## config.mk

```make
export PLATFORM = sky130hd
export DESIGN_NAME = rd_buffer_flow_ctrl
export DESIGN_NICKNAME = d
export VERILOG_FILES = /design/src/rtl/rd_buffer_flow_ctrl_pkg.sv /design/src/rtl/rd_buffer_out_stage.sv /design/src/rtl/rd_buffer_flow_ctrl.sv
export SDC_FILE = /design/constraint.sdc
export NUM_CORES = 1
export LEC_CHECK = 0
export CAP_MARGIN = 20
export CORE_MARGIN = 5
export CORE_UTILIZATION = 46
export CTS_BUF_LIST = sky130_fd_sc_hd__clkbuf_4 sky130_fd_sc_hd__clkbuf_8 sky130_fd_sc_hd__clkbuf_16
export DETAILED_ROUTE_END_ITERATION = 7
export PLACE_DENSITY = 0.75
export SLEW_MARGIN = 20
export SYNTH_ARGS = -nofsm -noshare
export SYNTH_HDL_FRONTEND = slang
export SYNTH_SLANG_ARGS = --single-unit
```

## constraint.sdc

```tcl
create_clock -name clk -period 1.94 [get_ports clk]
set_clock_uncertainty 0.15 [all_clocks]
set_input_delay 0.388 -clock clk [delete_from_list [all_inputs] [get_ports clk]]
set_output_delay 0.388 -clock clk [all_outputs]
set_load 0.03 [all_outputs]
```

## src/rtl/rd_buffer_flow_ctrl_pkg.sv

```systemverilog
// Shared constants and parameter sanity checks for the read-return buffer
// flow controller and the command scheduler that issues DRAM read bursts.
package rd_buffer_flow_ctrl_pkg;

  // Beats per DRAM read burst; the scheduler sizes its commands from this too.
  localparam int unsigned BURST_LEN    = 4;
  localparam int unsigned BUFFER_DEPTH = 8;

  // Depth must be a power of two (natural pointer wrap) and hold whole bursts.
  function automatic logic params_ok(input int unsigned depth, input int unsigned burst);
    return (depth >= 2) && ((depth & (depth - 1)) == 0) &&
           (burst >= 1) && ((depth % burst) == 0);
  endfunction

endpackage

```

## src/rtl/rd_buffer_out_stage.sv

```systemverilog
// Output stage of the read-return buffer: owns the valid/ready handshake on
// the buffer's registered read data, the read permission and the burst marker.
module rd_buffer_out_stage
  import rd_buffer_flow_ctrl_pkg::*;
#(
  parameter int unsigned BurstLen = BURST_LEN
) (
  input  logic clk,
  input  logic rst,
  input  logic occ_nz,
  input  logic out_ready,
  output logic buf_re,
  output logic out_valid,
  output logic out_last
);

  localparam int unsigned BeatW = (BurstLen > 1) ? $clog2(BurstLen) : 1;
  localparam logic [BeatW-1:0] LastBeat = BeatW'(BurstLen - 1);

  logic [BeatW-1:0] rbeat;

  // A read is only issued when the data register is free or being drained,
  // so rdata stays stable while the consumer stalls.
  assign buf_re   = occ_nz && (!out_valid || out_ready);
  assign out_last = out_valid && (rbeat == LastBeat);

  // Data register holds a beat from the cycle after a read until accepted.
  always_ff @(posedge clk or negedge rst) begin
    if (!rst)
      out_valid <= 1'b0;
    else if (buf_re)
      out_valid <= 1'b1;
    else if (out_ready)
      out_valid <= 1'b0;
  end

  // Beat index within the current output burst, advanced per accepted beat.
  always_ff @(posedge clk or negedge rst) begin
    if (!rst)
      rbeat <= '0;
    else if (out_valid && out_ready)
      rbeat <= (rbeat == LastBeat) ? '0 : rbeat + BeatW'(1);
  end

endmodule

```

## src/rtl/rd_buffer_flow_ctrl.sv

```systemverilog
// Flow controller for the dual-port read-return buffer between the PHY and
// the cache frontend: reserves whole-burst slots before a DRAM read is issued,
// drives the buffer's write/read ports and exposes a valid/ready output.
module rd_buffer_flow_ctrl
  import rd_buffer_flow_ctrl_pkg::*;
#(
  parameter int unsigned BufferDepth = BUFFER_DEPTH,
  parameter int unsigned BurstLen    = BURST_LEN,
  localparam int unsigned PtrW = $clog2(BufferDepth),
  localparam int unsigned CntW = $clog2(BufferDepth + 1)
) (
  input  logic            clk,
  input  logic            rst,
  input  logic            alloc_req,
  output logic            alloc_gnt,
  input  logic            phy_valid,
  output logic            buf_we,
  output logic [PtrW-1:0] buf_wptr,
  output logic            buf_re,
  output logic [PtrW-1:0] buf_rptr,
  output logic            out_valid,
  input  logic            out_ready,
  output logic            out_last,
  output logic [CntW-1:0] occupancy,
  output logic            ovf_err
);

  if (!params_ok(BufferDepth, BurstLen)) begin : g_param_err
    $error("rd_buffer_flow_ctrl: BufferDepth must be a power of 2 and a multiple of BurstLen");
  end

  localparam logic [CntW-1:0] Depth  = CntW'(BufferDepth);
  localparam logic [CntW-1:0] Burst  = CntW'(BurstLen);
  localparam logic [CntW-1:0] CntOne = CntW'(1);
  localparam logic [PtrW-1:0] PtrOne = PtrW'(1);

  logic [PtrW-1:0] wptr, rptr;
  logic [CntW-1:0] occ, resv, pend;
  logic [CntW-1:0] occ_nxt, resv_nxt, pend_nxt;

  assign alloc_gnt = alloc_req && ((Depth - resv) >= Burst);
  assign buf_we    = phy_valid && (pend != '0);
  assign buf_wptr  = wptr;
  assign buf_rptr  = rptr;
  assign occupancy = occ;

  rd_buffer_out_stage #(
    .BurstLen (BurstLen)
  ) u_out_stage (
    .clk       (clk),
    .rst       (rst),
    .occ_nz    (occ != '0),
    .out_ready (out_ready),
    .buf_re    (buf_re),
    .out_valid (out_valid),
    .out_last  (out_last)
  );

  // Grant, write and read each contribute their own delta so any combination
  // in one cycle resolves without ordering hazards.
  always_comb begin
    occ_nxt  = occ;
    resv_nxt = resv;
    pend_nxt = pend;
    if (alloc_gnt) begin
      resv_nxt = resv_nxt + Burst;
      pend_nxt = pend_nxt + Burst;
    end
    if (buf_we) begin
      pend_nxt = pend_nxt - CntOne;
      occ_nxt  = occ_nxt + CntOne;
    end
    if (buf_re) begin
      resv_nxt = resv_nxt - CntOne;
      occ_nxt  = occ_nxt - CntOne;
    end
  end

  // Occupancy, reservation and pending-beat counters.
  always_ff @(posedge clk or negedge rst) begin
    if (!rst) begin
      occ  <= '0;
      resv <= '0;
      pend <= '0;
    end else begin
      occ  <= occ_nxt;
      resv <= resv_nxt;
      pend <= pend_nxt;
    end
  end

  // Buffer write/read pointers with natural wrap.
  always_ff @(posedge clk or negedge rst) begin
    if (!rst) begin
      wptr <= '0;
      rptr <= '0;
    end else begin
      if (buf_we) wptr <= wptr + PtrOne;
      if (buf_re) rptr <= rptr + PtrOne;
    end
  end

  // Sticky flag for a PHY beat that arrived without an outstanding reservation.
  always_ff @(posedge clk or negedge rst) begin
    if (!rst)
      ovf_err <= 1'b0;
    else if (phy_valid && (pend == '0))
      ovf_err <= 1'b1;
  end

endmodule

```

==> flow_summary.toml, run 1 <==
[worst_hold_path]
hold_path.class = "input port to asynchronous set/reset pin"

[final_layout]
syn_to_final_growth_pct = 38.5
fin_nets = 163
fill_cells = 199
fin_util = 0.669
drive_above_1_share = 0.349
instances_no_fill = 176
diodes = 0
design_area_um2 = 1670

[timing]
rsz0062_at_grt = "yes"
tns_ns = -0.313
timing.final.ws_setup_ns = -0.184
slew_violations = 0
min_period_ns = 2.12
maxSlewHeadroom = 0.782
setup_viol = 3
worst_pin_slew_ns = 0.327
clock.fmax_mhz = 471
hold_violations = 0
period_share = 1.09

[logic_synthesis]
ys_seq_area_frac = 0.456
synthCells = 105
synth_ff_type = "dfrtp_1"
syn_area_um2 = 1210
synthTopCellsByCount = "dfrtp_1, xnor2_1, inv_1"
synth_mux_area_frac = 0.0829
synthMostInstantiatedCell = "dfrtp_1"
syn_avg_cell_area_um2 = 11.5
synth-compound-area-share = 0.0591
ys_ff_latch = 22
synth_area_leader_cell = "dfrtp_1"
yosys.cell_types.count = 29
synth-xor-area-share = 0.138
synthAdderAreaFrac = 0.104
synth_fp_nets = 120
synthSimpleGateAreaFrac = 0.113
yosys-top-cells-area = "dfrtp_1, xnor2_1, ha_1, inv_1, mux2i_1"
yosysWarnings = 0
async_flop_share = 1.00
yosysTopAreaCellShare = 0.456
synth_top_family_by_area = "XOR/XNOR gates"
synth_enable_flop_cells = 0

[routing]
drc = 0
dr.first_iter.drc_count = 9
drt-total-wl_um = 2490
viasPerCell = 5.15
wl_per_cell_um = 14.1
dr.pass1.iters = 4
vias = 907
drtAntennaViolNets = 0

[setup_path]
slowest_delay_ns = 0.43
slowest_stage = "dfrtp_2"
cp-end-kind = "output pin"
path_max_fanout = 2
critPathRequiredTime_ns = 1.40
cp.arrival_ns = 1.59
criticalPathCategory = "flip-flop to output pin"
crit_chain = "inv_2, ha_4, or3b_4, and2_4, buf_6"
cp-start-kind = "flip-flop"

[place]
placed_cells = 164
post-place-ws_ns = -0.117
port-buffer-count = 20
place_congestion = 0.745
place_area_um2 = 1510
hpwlAfterDp_um = 1670

[status]
violations = "negative setup slack"
status = "finished, violations left"

[power]
p_leak_uw = 0.000807
vdd_drop_max_mv = 1.25
p_int_uw = 1740
power_frac_comb = 0.645
power_density_nw_per_um2 = 1830
p_clk_frac = 0.067
p_sw_frac = 0.429
pwr-share-seq = 0.288
p_sw_uw = 1310

[floorplanning]
ios = 21
die_x_um = 61.2
num_rows = 18
initial_core_util = 0.483
core-area_um2 = 2500
dieArea_um2 = 3750
die-height_um = 61.2

[global_route]
antenna_found_initial = 0
grt_overflow = 0
grt_pass1_vias = 920
grt_start_max_net_pins = 23
grt_pass1_wl_um = 3860
grt_use_total = 0.141

[clock_network]
h-tree-depth = 1
cts_max_path_buffers = 2
cts.hold.buffers_added = 0
cts_buffers = 3
tritoncts = "done"
clock-sinks = 22
cts.reportedPaths.clkPinSlew_ns = 0.12
cts-root-buf = "clkbuf_4"
clkLatencyLatePin_ns = 0.31

[job]
drv_cap = 0
## layout by cell type, fill, tap and decap left out, types with 2 or more instances in the layout
cell / instances
clkdlybuf4s50_1: 4
dlygate4sd2_1: 7
nor3_1: 2
o21ai_0: 2
buf_4: 19
xnor2_1: 15
nor2_1: 2
inv_1: 6
buf_6: 4
nand4_1: 4
and3_1: 2
mux2i_1: 3
clkbuf_4: 3
dfrtp_2: 2
dlymetal6s2s_1: 5
mux2_2: 2
ha_1: 6
inv_2: 5
nand2_1: 7
xor2_1: 3
nand2b_1: 2
ha_4: 3
dfrtp_1: 20
## power by group through the flow
| stage | registers, uW | clock network (uW) | logic (uW) |
|---|---|---|---|
| 6_report | 878 | 206 | 1970 |
| 5_1_grt | 914 | 230 | 2170 |
| 4_1_cts | 877 | 217 | 1810 |
| 3_5_place_dp | 887 | 0 | 1770 |
| 3_3_place_gp | 875 | 0 | 1720 |
| 2_1_floorplan | 1120 | 0 | 920 |
## path summary, 6_finish.rpt
kind                              start           end  slack (ns)  depth (start not counted)
max                        occupancy[1]        buf_re       -0.18                          5
min                                 rst   buf_rptr[0]        0.26                          2
max reg2reg                occupancy[1]       resv[3]       -0.02                          7
min reg2reg                 buf_wptr[2]   buf_wptr[2]        0.32                          1
max in group asynchronous           rst  occupancy[1]        1.14                          2
min in group clk            buf_wptr[2]   buf_wptr[2]        0.32                          1
## routing by layer
metal	vias up	global-route usage	wire length [um]
li1	441	-	-
met1	454	0.172	1130
met2	10	0.246	1270
met3	2	0.0189	52
met4	0	0.0650	35
met5	-	0	0
## timing repair
action                     in CTS  in global routing
pin swaps                       5                  2
gates resized for setup        19                 15
hold endpoints to repair        0                  0
setup buffers                   6                  3
setup endpoints to repair      11                 12
## area by class of cell
cell class	count	area, um^2	area share
multi-input cells	70	656	0.392
repair buffers	40	363	0.217
inverters	11	41.3	0.0247
clock buffers	3	22.5	0.0135
flip-flops and latches	22	553	0.331
well taps	30	37.5	0.0224
## flip-flops by register name, indices dropped and copies added (netlist names)
signal,flops
occupancy,4
pend,4
resv,4
buf_rptr,3
buf_wptr,3
u_out_stage.rbeat,2
ovf_err,1
u_out_stage.out_valid,1
## critical path, delay by kind of cell (launching register included)
| family | cells | cell delay, ns |
|---|---|---|
| adder cells (fa/ha/maj) | 1 | 0.11 |
| flip-flops | 1 | 0.43 |
| AND/OR/NAND/NOR | 2 | 0.53 |
| buffers and inverters | 2 | 0.20 |
## per-stage QoR
step | hold WS (ns) | power, uW
5_1_grt | 0.268 | 3310
3_3_place_gp | 0.310 | 2590
2_1_floorplan | -0.0576 | 2040
3_5_place_dp | 0.313 | 2660
4_1_cts | 0.260 | 2910
6_report | 0.258 | 3050
## kinds of logic after synthesis
| group | after synthesis |
|---|---|
| flip-flops | 22 |
| XOR/XNOR | 19 |
| AO/OA/AOI/OAI | 8 |
| multiplexers | 8 |
| buffers and inverters | 13 |
| AND/OR/NAND/NOR | 25 |
| adder cells (fa/ha/maj) | 10 |
Note: power is estimated with default switching activity, not from simulation.
==> run 2: changes to the inputs <==
- ABC_CLOCK_PERIOD_IN_PS: not set -> 1940
==> results of run 2 <==
Same layout as run 1: the final DEF is identical, and so are final timing and power.
==> run 3: changes to the inputs <==
- SLEW_MARGIN: 20 -> 25
==> results of run 3 <==
Same layout as run 1: the final DEF is identical, and so are final timing and power.
==> RTL change 1 (config.mk and constraints of run 1) <==
`BURST_LEN`: 4 -> 8.
--- a/src/rtl/rd_buffer_flow_ctrl_pkg.sv
+++ b/src/rtl/rd_buffer_flow_ctrl_pkg.sv
@@ -3,7 +3,7 @@
 package rd_buffer_flow_ctrl_pkg;
 
   // Beats per DRAM read burst; the scheduler sizes its commands from this too.
-  localparam int unsigned BURST_LEN    = 4;
+  localparam int unsigned BURST_LEN    = 8;
   localparam int unsigned BUFFER_DEPTH = 8;
 
   // Depth must be a power of two (natural pointer wrap) and hold whole bursts.
Formal check against the unedited RTL: not equivalent (Yosys sat finds a counterexample within 4 cycles, from zero or initial values and one cycle with rst low).
==> RTL change 1 against run 1 <==
  * The flow still finishes with violations (negative setup slack)
  * Total power up 15%
  * Worst setup slack got worse by 0.016 ns
  * Routed wire length grew 18%
  * Sequential cell count rose by 1
  * Synthesized area fell by 0.10%
  * Worst hold slack better by 0.0058 ns
  * Final area is 15% higher
  * Global-route usage increased by 2.9 points
==> RTL change 1: results <==
set metrics [dict create \
    cts.repair.resized 36 \
    synth_cell_types 30 \
    totalWireLength_mm 2.94 \
    cts_setup_buffers 14 \
    r2r_start "pend[0]" \
    num-nonclk-buffers 58 \
    timing.max_slew.rel_slack 0.783 \
    cp_top_family "compound AO/OA/AOI/OAI gates" \
    finalSetupViolations 6 \
    clkTransAtPathRegs_ns 0.14 \
    grt_pass1_vias 1052 \
    finalWeightedCongestion 0.811 \
    post-dp-hpwl_mm 1.81 \
    pg_comb_mw 2.35 \
    dr_wl_met2_mm 1.52 \
    syn_inst 108 \
    p_leak_nw 0.915 \
    critical_path.max_stage_delay_ns 0.41 \
    grt_max_degree 24 \
    drt_iter0_drc 11 \
    inverters 9 \
    synth_nets 123 \
    ys_ff_latch 23 \
    wl_met3_um 95 \
    grt_pass1_wl_mm 4.76 \
    status "complete, but fails checks" \
    clk_share 0.0143 \
    switching_power_mw 1.46 \
    netlist_top_cells_area "dfrtp_1, xnor2_1, ha_1" \
    place_area_mm2 0.00162 \
    violations "negative setup slack" \
    power_frac_comb 0.670 \
    drive_gt1_frac 0.479 \
    p_seq_frac 0.265 \
    seqAreaFraction 0.300 \
    fin_ws_ns -0.200 \
    buf_share 0.265 \
]
-- RTL change 1: cell families after synthesis --
| family | after synthesis | share of synthesized area |
|---|---|---|
| AND/OR/NAND/NOR | 31 | 0.137 |
| flip-flops | 23 | 0.477 |
| XOR/XNOR | 18 | 0.131 |
| buffers and inverters | 12 | 0.0446 |
| AO/OA/AOI/OAI | 10 | 0.0695 |
| adder cells (fa/ha/maj) | 10 | 0.104 |
| multiplexers | 4 | 0.0373 |
-- RTL change 1: layer usage --
layer,vias up,global-route usage
met1,483,0.226
met3,4,0.0231
met2,22,0.289
met4,0,0.0526
met5,-,0
li1,477,-
-- RTL change 1: worst max-delay path by stage --
stage                         to  startpoint  slack (ns)  depth (start not counted)
floorplan           occupancy[3]     pend[0]       -0.07                          7
global placement          buf_re   out_ready       -0.12                          5
detailed placement  occupancy[3]     pend[1]       -0.16                          6
CTS                       buf_we     pend[1]       -0.17                          6
global route              buf_we     pend[0]       -0.26                          6
finish              occupancy[3]     pend[0]       -0.20                          7
==> RTL change 2 (config.mk and constraints of run 1) <==
Without the edit above. Reset style: synchronous (`rst`), changed in 5 clocked blocks.
--- a/src/rtl/rd_buffer_out_stage.sv
+++ b/src/rtl/rd_buffer_out_stage.sv
@@ -25,7 +25,7 @@
   assign out_last = out_valid && (rbeat == LastBeat);
 
   // Data register holds a beat from the cycle after a read until accepted.
-  always_ff @(posedge clk or negedge rst) begin
+  always_ff @(posedge clk) begin
     if (!rst)
       out_valid <= 1'b0;
     else if (buf_re)
@@ -35,7 +35,7 @@
   end
 
   // Beat index within the current output burst, advanced per accepted beat.
-  always_ff @(posedge clk or negedge rst) begin
+  always_ff @(posedge clk) begin
     if (!rst)
       rbeat <= '0;
     else if (out_valid && out_ready)
--- a/src/rtl/rd_buffer_flow_ctrl.sv
+++ b/src/rtl/rd_buffer_flow_ctrl.sv
@@ -77,7 +77,7 @@
   end
 
   // Occupancy, reservation and pending-beat counters.
-  always_ff @(posedge clk or negedge rst) begin
+  always_ff @(posedge clk) begin
     if (!rst) begin
       occ  <= '0;
       resv <= '0;
@@ -90,7 +90,7 @@
   end
 
   // Buffer write/read pointers with natural wrap.
-  always_ff @(posedge clk or negedge rst) begin
+  always_ff @(posedge clk) begin
     if (!rst) begin
       wptr <= '0;
       rptr <= '0;
@@ -101,7 +101,7 @@
   end
 
   // Sticky flag for a PHY beat that arrived without an outstanding reservation.
-  always_ff @(posedge clk or negedge rst) begin
+  always_ff @(posedge clk) begin
     if (!rst)
       ovf_err <= 1'b0;
     else if (phy_valid && (pend == '0))
Behaviour: differs if rst is asserted again (counterexample within 4 cycles, from zero or initial values and one cycle with rst low); with rst held inactive, the same outputs for 10 cycles.
==> RTL change 2 against run 1 <==
  * Global-route usage grew 1.6 points
  * Largest cell class unchanged
  * Final area grew 2.4%
  * Worst setup slack gained 0.065 ns
  * Highest routed layer unchanged
  * Routed wire length grew 11%
  * Synthesized area shrank 2.6%
  * Sequential share of layout area shrank 6.8 points
  * Maximum frequency grew 3.1%
  * Core utilization grew 2.9 points
  * Total power grew 3.1%
  * The run still ends with negative setup slack left
  * Sequential cell count is the same
  * Sequential power shrank 14%
==> RTL change 2: results <==
set metrics [dict create \
    critical_path.max_stage_delay_ns 0.37 \
    finalWeightedCongestion 0.851 \
    totalWireLength_mm 2.77 \
    ys_top_cells_by_count "dfxtp_1, nor2_1, xnor2_1" \
    finalSetupViolations 4 \
    drive_gt1_frac 0.368 \
    peakVddDrop_mv 1.49 \
    post-dp-hpwl_mm 1.70 \
    cp_data_arrival_time_ns 1.52 \
    place_area_mm2 0.00149 \
    grt_pass1_vias 1064 \
    ys_seq_area_frac 0.374 \
    timing.max_slew.rel_slack 0.559 \
    grt_max_degree 22 \
    async_flop_share 0 \
    fillCellCount 178 \
    cts-buffers-inserted 3 \
    layout.nets 190 \
    grt_pass1_wl_mm 4.33 \
    synthMuxAreaShare 0.0426 \
    multi_input_area_um2 767 \
    synth_ff_type "dfxtp_1" \
    setup_tns_ns -0.244 \
    cp_slowest_cell "or3b_4" \
    status "complete, but fails checks" \
    drt_iter0_drc 28 \
    fin_ws_ns -0.119 \
    p_leak_nw 0.821 \
    violations "negative setup slack" \
    synthXorXnorAreaFrac 0.134 \
    synth_cell_types 32 \
    synth-adder-area-share 0.106 \
    synth_compound_gate_area_share 0.0830 \
    synth_nets 147 \
    hp-class "reg2reg" \
    post-place-ws_ns -0.471 \
    netlist_top_cells_area "dfxtp_1, ha_1, xnor2_1" \
]
## RTL change 2: worst min-delay path: stages, from the launching register on
cell and delay [ns]:
dfxtp_1 0.33, nand2_1 0.05, a21oi_1 0.05
## RTL change 2: through the flow
| stage | instances | hold WS [ns] |
|---|---|---|
| 3_3_place_gp | 191 | 0.296 |
| 5_1_grt | 204 | 0.362 |
| 6_report | 204 | 0.322 |
| 4_1_cts | 200 | 0.321 |
| 2_1_floorplan | 132 | 0.290 |
| 3_5_place_dp | 191 | 0.305 |
## RTL change 2: layout make-up
cell class,instances,area share
clock buffers,4,0.0212
inverters,10,0.0219
multi-input cells,96,0.448
flip-flops and latches,22,0.263
well taps,30,0.0219
repair buffers,42,0.224
## RTL change 2: layer usage
layer	track usage	share of wire	up-vias
met1	0.172	0.41	497
met2	0.284	0.53	20
li1	-	-	519
met4	0.0867	0.020	0
met3	0.0277	0.032	5
met5	0	0	-
## RTL change 2: final timing paths
check / startpoint / to / depth (start not counted)
max reg2reg: occupancy[1] / resv[3] / 8
max: occupancy[1] / buf_re / 5
min reg2reg: u_out_stage.rbeat[1] / u_out_stage.rbeat[1] / 2
min: u_out_stage.rbeat[1] / u_out_stage.rbeat[1] / 2
## RTL change 2: power by group
group          total (mW)  internal [mW]  switching, mW
clock network       0.259          0.115          0.144
logic                2.13           1.08           1.06
registers           0.756          0.624          0.132
## RTL change 2: kinds of logic after synthesis
group	after synthesis
AOI/OAI and AO/OA	13
adders and majority gates	10
muxes	5
xor gates and xnor gates	18
DFF	22
buffers and inverters	14
and+or+nand+nor	50
## RTL change 2: timing repair
action / 4_1_cts / 5_1_grt
buffers inserted: 5 / 4
hold buffers: 0 / 0
resized for setup: 33 / 28
pin swaps: 5 / 9
hold endpoints to repair: 0 / 0
endpoints found under the setup margin: 14 / 15
